--- src/rtl/net_batch_runner.sv ---
// net_batch_runner: Avalon-MM batch runner that feeds {A,B} pairs to a combinational network core and queues its results
// Optional feature: define NET_BATCH_CYCLE_COUNT_EN to add a busy-cycle counter at address 5
// Ports:
//   clk, reset (sync, active-high)
//   avs_s0_address/read/write/writedata/readdata : register slave (0 a_hold, 1 push pair, 2 pop result,
//                                                  3 status/control, 4 done_count, 5 busy-cycle count)
//   net_in  : registered {A,B} operand pair to the network core
//   net_out : network core result, combinational from net_in
//   busy    : high whenever the sequencer is not idle
module net_batch_runner #(
    parameter int DEPTH  = 8,
    parameter int SETTLE = 2
) (
    input  logic        clk,
    input  logic        reset,
    input  logic [3:0]  avs_s0_address,
    input  logic        avs_s0_read,
    input  logic        avs_s0_write,
    input  logic [31:0] avs_s0_writedata,
    output logic [31:0] avs_s0_readdata,
    output logic [63:0] net_in,
    input  logic [31:0] net_out,
    output logic        busy
);
    localparam int AW = $clog2(DEPTH);
    typedef enum logic [1:0] {S_IDLE, S_LOAD, S_SETTLE, S_CAPTURE} state_t;
    state_t state;
    logic [63:0] in_mem [DEPTH];
    logic [31:0] res_mem [DEPTH];
    logic [AW-1:0] in_wp, in_rp, res_wp, res_rp;
    logic [6:0] in_count, res_count, in_count_n;
    logic [31:0] a_hold, done_count, rd;
    logic [3:0] settle_cnt;
    logic run, ovf, udf;
    logic wr_a, wr_b, wr_ctl, rd_res, in_full, res_full, res_empty;
    logic in_push, in_pop, res_push, res_pop;
    assign wr_a      = avs_s0_write && avs_s0_address == 4'd0;
    assign wr_b      = avs_s0_write && avs_s0_address == 4'd1;
    assign wr_ctl    = avs_s0_write && avs_s0_address == 4'd3;
    assign rd_res    = avs_s0_read && avs_s0_address == 4'd2;
    assign in_full   = in_count == 7'(DEPTH);
    assign res_full  = res_count == 7'(DEPTH);
    assign res_empty = res_count == 7'd0;
    assign res_pop   = rd_res && !res_empty;
    // A result pop in the same cycle frees the slot the capture needs
    assign res_push  = state == S_CAPTURE && (!res_full || res_pop);
    assign in_pop    = res_push;
    assign in_push   = wr_b && (!in_full || in_pop);
    assign in_count_n = in_count + 7'(in_push) - 7'(in_pop);
    assign busy = state != S_IDLE;
`ifdef NET_BATCH_CYCLE_COUNT_EN
    logic [31:0] cyc_count;
    always_ff @(posedge clk) begin
        if (reset || (avs_s0_write && avs_s0_address == 4'd5))
            cyc_count <= '0;
        else if (busy)
            cyc_count <= cyc_count + 32'd1;
    end
`endif
    always_comb begin
        rd = '0;
        case (avs_s0_address)
            4'd2: rd = res_empty ? 32'd0 : res_mem[res_rp];
            4'd3: rd = {16'b0, res_count, in_count, udf, ovf};
            4'd4: rd = done_count;
`ifdef NET_BATCH_CYCLE_COUNT_EN
            4'd5: rd = cyc_count;
`endif
            default: rd = '0;
        endcase
    end
    assign avs_s0_readdata = avs_s0_read ? rd : 32'd0;
    // Storage arrays carry no reset; validity is tracked by the pointers and counts
    always_ff @(posedge clk) begin
        if (in_push)
            in_mem[in_wp] <= {a_hold, avs_s0_writedata};
        if (res_push)
            res_mem[res_wp] <= net_out;
    end
    always_ff @(posedge clk) begin
        if (reset) begin
            state      <= S_IDLE;
            in_wp      <= '0;
            in_rp      <= '0;
            res_wp     <= '0;
            res_rp     <= '0;
            in_count   <= '0;
            res_count  <= '0;
            a_hold     <= '0;
            net_in     <= '0;
            done_count <= '0;
            settle_cnt <= '0;
            run        <= 1'b0;
            ovf        <= 1'b0;
            udf        <= 1'b0;
        end else begin
            if (wr_a)
                a_hold <= avs_s0_writedata;
            if (in_push)
                in_wp <= in_wp + 1'b1;
            if (in_pop)
                in_rp <= in_rp + 1'b1;
            in_count <= in_count_n;
            if (res_push) begin
                res_wp     <= res_wp + 1'b1;
                done_count <= done_count + 32'd1;
            end
            if (res_pop)
                res_rp <= res_rp + 1'b1;
            res_count <= res_count + 7'(res_push) - 7'(res_pop);
            if (wr_ctl)
                run <= (run | avs_s0_writedata[0]) & ~avs_s0_writedata[2];
            // A new error event in the same cycle as a clear still leaves the flag set
            ovf <= (ovf & ~(wr_ctl & avs_s0_writedata[1])) | (wr_b & in_full & ~in_pop);
            udf <= (udf & ~(wr_ctl & avs_s0_writedata[1])) | (rd_res & res_empty);
            case (state)
                S_IDLE:
                    if (run && in_count != 7'd0)
                        state <= S_LOAD;
                S_LOAD: begin
                    net_in     <= in_mem[in_rp];
                    settle_cnt <= 4'(SETTLE - 1);
                    state      <= S_SETTLE;
                end
                S_SETTLE:
                    if (settle_cnt == 4'd0)
                        state <= S_CAPTURE;
                    else
                        settle_cnt <= settle_cnt - 4'd1;
                default:
                    if (res_push)
                        state <= (run && in_count_n != 7'd0) ? S_LOAD : S_IDLE;
            endcase
        end
    end
endmodule

--- config.mk ---
export PLATFORM = sky130hd
export DESIGN_NAME = net_batch_runner
export DESIGN_NICKNAME = d
export VERILOG_FILES = /design/src/rtl/net_batch_runner.sv
export SDC_FILE = /design/constraint.sdc
export NUM_CORES = 1
export LEC_CHECK = 0
export BUFFER_PORTS_ARGS = -buffer_cell sky130_fd_sc_hd__buf_2
export CORE_MARGIN = 4
export CORE_UTILIZATION = 40
export CTS_BUF_LIST = sky130_fd_sc_hd__clkbuf_2
export DETAILED_ROUTE_END_ITERATION = 8
export PLACE_DENSITY_LB_ADDON = 0.3
export SLEW_MARGIN = 20
export SYNTH_ARGS = -nofsm -noshare
export SYNTH_HDL_FRONTEND = slang
export SYNTH_SLANG_ARGS = --single-unit
--- constraint.sdc ---
create_clock -name clk -period 11.4 [get_ports clk]
set_input_delay 2.28 -clock clk [delete_from_list [all_inputs] [get_ports clk]]
set_output_delay 2.28 -clock clk [all_outputs]
set_load 0.02 [all_outputs]
==> results.md, run 1 <==
* GR Util All Layers at 17.6%
* RSZ-0062 raised after global routing: false
* GPL Wtd Cong at 0.770
* Chip height at 307 microns
* Vias/cell at 5.24
* Root Buffer: clkbuf_2
* Post-CTS Resized at 0
* Final hold vios at 0
* First-pass GRT wire length at 124,000 microns
* I/O Pins at 169
* #FFs+latches synth at 934
* Clock sink count at 934
* Worst-path clk slew at 0.10 ns
* Core area at 0.0886 sq mm
* Port Buffer Count at 168
* Synth top area cells: edfxtp_1 64%, mux4_2 12%, dfxtp_1 9.3%, mux2i_1 2.3%, nor2_1 1.8%
* CTS Buffer Depth at 3
* DRT antenna net count at 0
* Minimum clock period at 6.76 ns
* Seq pwr share at 59.0%
* Clock network power share at 33.5%
* WS Path Type: in -> out
* CP max FO at 11
* Net Sw Power at 1.67 mW
* DRC Markers at 0
* Comb pwr share at 7.5%
* Synth Area per Inst at 18.3 sq um
* Post-synth top area share at 64.3%
* Power per Cell Area at 160 mW/mm^2
* Least-Margin Pin Slew at 1.11 ns
* Setup Buffers After CTS at 0
* Post-synth top cells: 768 x edfxtp_1, 192 x mux4_2, 172 x nor2_1
* Post-synthesis async set-or-reset flop share at 0%
* Worst Hold Class: reg -> reg
* Area after DPL at 0.0381 sq mm
* Sw frac at 26.0%
* Outcome: finished, final reports clean
* Final Skew at 0.112 ns
* Largest area contributor in the netlist: edfxtp_1
* Initial antenna violation count at 12
* Num CTS Buffers at 221
* Drt total wl at 82,300 microns
* Vias in the first global route at 20,100
* Post-Syn Area at 0.0359 sq mm
* Top achievable clock speed at 148 MHz
* Die Area at 0.0945 sq mm
* Final Max Tran Viols at 0
* Layout area overhead at 12.2%
* Final setup vio count at 0
* Rows at 109
* Hold Buf Count CTS at 0
* Final period util at 59.3%
* Hpwl dp at 47,700 microns
* TritonCTS clock tree: yes
* Critical path endpoint category: output pin
* Internal Power at 4.75 mW
* Cells after Synth at 1,965
* Synth Flop Type: edfxtp_1
* WL/cell at 22.6 microns
* Startpoint Class: input pin
* WP data arrival at 4.48 ns
* Share of cells above drive strength 1 at 32.5%
* Syn Nets at 2,069
* Fillcell total at 7,804
* Worst skew pair latency at 1.46 ns
* Final net count at 2,387
* Initial DRC Count at 1,350
* Critical Path RT at 9.12 ns
* Setup TNS at 0 ns
* Largest net degree at the start of global routing at 107
* Lkg Pwr at 13.3 nW
* DR pass1 iterations at 6
* GRT overflow at 0
* Routed via count at 19,100
* Total of max-cap violations at 0
* Post-synth EDFFs at 768
* Worst vdd ir at 0.0928 mV
* Seq/Total Area, Yosys at 73.6%
* Finished Cell Area at 0.0402 sq mm
* Worst relative slew slack at 25.2%
* Die X at 307 microns
* Ys Warns at 0
* Initial Util at 40.5%
* H-tree level count at 4
* Distinct cell type count after synthesis at 51
* Most frequent cell after synthesis: edfxtp_1
==> final cells by class <==
class / count / area [sq um] / share of cell area, %
repair buffers: 205 / 1140 / 2.84
inverters: 24 / 92.6 / 0.230
clock buffers: 337 / 1690 / 4.19
well taps: 1165 / 1460 / 3.62
flip-flops and latches: 934 / 26400 / 65.6
multi-input cells: 897 / 9050 / 22.5
clock inverters: 75 / 387 / 0.961
diodes: 7 / 17.5 / 0.0435
==> kinds of logic after synthesis <==
| kind of cell | after synthesis | synth area share, % |
|---|---|---|
| AOI/OAI and AO/OA | 169 | 3.34 |
| DFF | 934 | 73.6 |
| adders and majority gates | 32 | 1.16 |
| xor gates and xnor gates | 47 | 1.15 |
| and+or+nand+nor | 359 | 4.45 |
| buffers and inverters | 134 | 1.50 |
| muxes | 290 | 14.8 |
==> sequential cells by signal, summed over array words and instances, names as in the netlist, 4 cells and up, named ones only <==
register    count
in_mem        512
res_mem       256
net_in         64
a_hold         32
done_count     32
in_count        7
res_count       7
settle_cnt      4
==> per-stage QoR <==
stage / setup slack [ns] / total power, mW / instances / hold slack, ns / util (%)
global route: 4.20 / 6.79 / 3641 / 0.512 / 45.4
detailed placement: 4.62 / 4.36 / 3225 / 0.479 / 43.0
finish: 4.64 / 6.42 / 3644 / 0.489 / 45.4
CTS: 4.32 / 6.54 / 3637 / 0.493 / 45.4
global placement: 4.67 / 4.35 / 3225 / 0.455 / 43.0
floorplan: 2.40 / 4.17 / 1965 / 0.454 / -
==> power by group through the flow <==
stage,clock network [mW],registers (mW),logic [mW]
2_1_floorplan,0,3.92,0.248
3_3_place_gp,0,3.87,0.477
3_5_place_dp,0,3.87,0.490
4_1_cts,2.25,3.79,0.492
5_1_grt,2.45,3.80,0.537
6_report,2.15,3.79,0.484
==> layout by cell type, fill, tap and decap left out, types with 3 or more instances in the layout <==
| cell | instances |
|---|---|
| a211oi_1 | 66 |
| a21oi_1 | 64 |
| a222oi_1 | 16 |
| and3_1 | 14 |
| and4_1 | 5 |
| buf_2 | 167 |
| buf_4 | 35 |
| clkbuf_2 | 337 |
| clkinv_1 | 54 |
| clkinv_2 | 11 |
| clkinvlp_4 | 3 |
| dfxtp_1 | 160 |
| dfxtp_4 | 4 |
| diode_2 | 7 |
| edfxtp_1 | 768 |
| ha_1 | 29 |
| inv_1 | 22 |
| mux2_2 | 16 |
| mux2i_1 | 82 |
| mux4_2 | 192 |
| nand2_1 | 96 |
| nand2b_1 | 6 |
| nand3_1 | 14 |
| nand4_1 | 13 |
| nor2_1 | 169 |
| nor2_4 | 3 |
| nor2b_1 | 6 |
| nor3_1 | 8 |
| nor3_2 | 4 |
| nor3b_2 | 6 |
| nor4b_2 | 4 |
| o21ai_0 | 4 |
| o21bai_1 | 3 |
| or3_1 | 3 |
| xnor2_1 | 9 |
| xor2_1 | 38 |
==> worst paths after layout <==
check | startpoint | endpoint | slack, ns | cells past startpoint
setup / recovery | avs_s0_address[0] | avs_s0_readdata[4] | 4.64 | 7
hold / removal | net_in[34] | net_in[34] | 0.49 | 2
setup reg to reg | res_count[4] | res_count[6] | 7.26 | 18
hold reg to reg | net_in[34] | net_in[34] | 0.49 | 2
==> critical path, cell delays in order <==
cell and delay, ns:
buf_2 0.13, or4b_4 0.62, a21oi_1 0.70, buf_4 0.32, a222oi_1 0.10, nor2_1 0.14
buf_2 0.17
==> metal layers <==
layer | vias to the layer above | wire (microns) | GRT usage, %
met3 | 118 | 5160 | 4.80
met5 | - | 55 | 0
met4 | 8 | 1490 | 5.76
met1 | 9811 | 32900 | 21.6
met2 | 554 | 42700 | 30.3
li1 | 8601 | - | -
Power figures use the tool's default switching activity.
==> run 2, diff against run 1 <==
- ABC_AREA: unset -> 1
- clock period: 11.4 -> 5.6 ns (I/O delays scaled with it)
==> results.md, run 2 <==
* Cell family with most CP delay: buffers and inverters
* Initial Util at 40.3% (-0.13 points)
* Port Buffer Count at 168 (unchanged)
* Clock sink count at 934 (unchanged)
* Die X at 312 microns (+1.6%)
* XOR/XNOR Fraction of Synth Area at 0.237% (-0.91 points)
* Most frequent cell after synthesis: edfxtp_1
* Worst Hold Class: in -> reg
* Multiplexer share of the synthesized area at 0% (-15 points)
* Synth Area per Inst at 11.8 sq um (-35%)
* First-pass GRT wire length at 148,000 microns (+19%)
* Syn Nets at 3,229 (+56%)
* Final net count at 3,545 (+49%)
* GRT overflow at 0 (unchanged)
* Worst skew pair latency at 1.51 ns (+0.05 ns)
* Layout area overhead at 13.8%
* Slowest stage cell on the critical path: inv_1
* RSZ-0062 raised after global routing: false
* Post-synthesis async set-or-reset flop share at 0% (unchanged)
* Routed via count at 25,700 (+35%)
* Final hold vios at 0 (unchanged)
* Worst Hold Depth at 2 (unchanged)
* DRT antenna net count at 0 (unchanged)
* Post-synth EDFFs at 768 (unchanged)
* GR Util All Layers at 19.5% (+1.9 points)
* Cells after Synth at 3,125 (+59%)
* Drt total wl at 96,100 microns (+17%)
* Worst Reg2Reg Path Length in Cells at 20 (+2)
* Internal Power at 9.68 mW (+100%)
* Largest net degree at the start of global routing at 258 (+140%)
* WS Path Type: reg -> out
* Post-synth top area share at 62.3% (-2.0 points)
* Synth Flop Type: edfxtp_1
* Worst-path clk slew at 0.10 ns (about the same)
* Final Max Tran Viols at 0 (unchanged)
* Worst path bufs/invs at 4 (+1)
* Critical path endpoint category: output pin
* Post-Syn Area at 0.0370 sq mm (+3.2%)
* Sw frac at 26.6% (+0.60 points)
* Synth Area in Adders at 1.12% (-0.036 points)
* Root Buffer: clkbuf_2
* Final setup vio count at 0 (unchanged)
* CP peak stage delay at 0.78 ns (+0.08 ns)
* Compound-Gate Fraction of Synth Area at 14.6% (+11 points)
* DR pass1 iterations at 5 (-1)
* Comb pwr share at 7.3% (-0.2 points)
* Minimum clock period at 5.34 ns
* I/O Pins at 169 (unchanged)
* Synth top area cells: edfxtp_1 62%, dfxtp_1 9.0%, o21ai_0 7.4%, nor2_1 4.8%, nand2_1 2.6%
* Number of flip-flops in the largest register at 512 (unchanged)
* Total power at 13.2 mW (+110%)
* Most common cell after layout, fill and taps aside: edfxtp_1
* WP data arrival at 4.22 ns (-0.26 ns)
* Total of max-cap violations at 0 (unchanged)
* Post-synth top cells: 768 x edfxtp_1, 545 x o21ai_0, 471 x nor2_1
* TritonCTS clock tree: yes
* Largest register by flop count: in_mem
* Critical Path RT at 4.48 ns (-4.64 ns)
* Final period util at 95.3%
* Setup Buffers After CTS at 0 (unchanged)
* Rows at 111 (+1.8%)
* Outcome: finished, final reports clean
* Ys Warns at 0 (unchanged)
* Least-Margin Pin Slew at 1.07 ns (-0.0398 ns)
* Vias/cell at 5.27 (+0.64%)
* Seq/Total Area, Yosys at 71.3% (-2.3 points)
* CP Cell Sequence: inv_1 > ha_1 > nand4_1 > nand3_1 > inv_1 > buf_4 > nand3_1 > a21oi_1 > buf_2
* CP max FO at 21 (+10)
* Initial DRC Count at 2,060 (+53%)
* DRC Markers at 0 (unchanged)
* Worst vdd ir at 0.163 mV (+76%)
* H-tree level count at 4 (unchanged)
* Instance count on the critical path at 9 (+2)
* Top achievable clock speed at 187 MHz
* #FFs+latches synth at 934 (unchanged)
* Initial antenna violation count at 8 (-4)
* Hpwl dp at 54,500 microns (+14%)
* Power per Cell Area at 313 mW/mm^2 (+96%)
* Largest area contributor in the netlist: edfxtp_1
* Setup TNS at 0 ns (unchanged)
* CTS Buffer Depth at 3 (unchanged)
* Share of cells above drive strength 1 at 17.1% (-15 points)
* Core area at 0.0918 sq mm (+3.6%)
* GPL Wtd Cong at 0.850 (+10%)
* Lkg Pwr at 14.6 nW (+10%)
* Vias in the first global route at 25,000 (+24%)
* Worst relative slew slack at 28.8% (+3.6 points)
* Seq pwr share at 58.5% (-0.5 points)
* Clock network power share at 34.2% (+0.7 points)
* Most frequent cells in the layout: 768 x edfxtp_1, 545 x o21ai_0, 455 x nor2_1
* Synth Area in Simple Gates at 8.96% (+4.5 points)
* Net Sw Power at 3.51 mW (+110%)
* Startpoint Class: flip-flop
* Num CTS Buffers at 225 (+1.8%)
* Largest registers: in_mem x512, res_mem x256, net_in x64
* WL/cell at 19.7 microns (-13%)
* Chip height at 312 microns (+1.6%)
* Largest family of logic cells by synthesized area: compound AO/OA/AOI/OAI gates
* Die Area at 0.0975 sq mm (+3.1%)
* Distinct cell type count after synthesis at 38 (-25%)
* Final Skew at 0.127 ns (+0.0152 ns)
==> run 2: cell type report <==
| cell class | count | area [sq um] |
|---|---|---|
| Antenna cell | 7 | 17.5 |
| Clock buffer | 335 | 1680 |
| Clock inverter | 79 | 447 |
| Fill cell | 8493 | 49700 |
| Inverter | 143 | 549 |
| Multi-Input combinational cell | 1849 | 9380 |
| Sequential cell | 934 | 26400 |
| Tap cell | 1243 | 1560 |
| Timing Repair Buffer | 288 | 2100 |
==> run 2: path summary, 6_finish.rpt <==
| check | slack (ns) | end | from |
|---|---|---|---|
| worst min register to register | 0.46 | flip-flop | res_rp[2] |
| worst max-delay path | 0.26 | avs_s0_readdata[23] | res_count[2] |
| worst max register to register | 2.29 | res_count[6] | res_count[4] |
| worst min-delay path | 0.26 | res_count[1] | reset |
==> run 2: cells by family (layout without fill, tap and decap cells) <==
logic type | count (synthesis) | in the layout
buf+inv | 342 | 845
simple gates | 834 | 834
xor+xnor | 10 | 10
flops | 934 | 934
other cells | 0 | 7
compound gates | 973 | 973
fa+ha+maj | 32 | 32
==> run 2: what timing repair did <==
action | in CTS | in global routing
hold buffers | 69 | 0
setup endpoints to repair | 0 | 3
resized for setup | 0 | 1
endpoints found under the hold margin | 532 | 0
==> run 2: metrics by stage <==
stage	cell area, sq um	hold slack, ns	util [%]	std cells	worst slack [ns]
after floorplan	37000	0.412	-	3125	0.357
after global placement	39200	0.439	42.7	4385	1.22
after detailed placement	39300	0.445	42.8	4387	1.20
after CTS	42100	0.0727	45.8	4870	0.0557
after global routing	42100	0.180	45.9	4878	0.0175
final	42100	0.264	45.9	4878	0.261
==> run 2: layer usage <==
layer	share of wire, %	up-vias	routed length (microns)	track usage [%]
li1	-	12200	-	-
met1	43	12600	41500	26.0
met2	48	808	46600	31.7
met3	6.1	137	5910	4.21
met4	2.2	2	2100	6.62
met5	0.014	-	13	0
==> run 2: power groups by stage <==
stage	combinational [mW]	sequential, mW	clock (mW)
floorplan	0.446	7.98	0
global placement	0.925	7.87	0
detailed placement	0.933	7.87	0
CTS	0.976	7.71	4.65
global route	1.08	7.73	5.03
finish	0.964	7.71	4.51
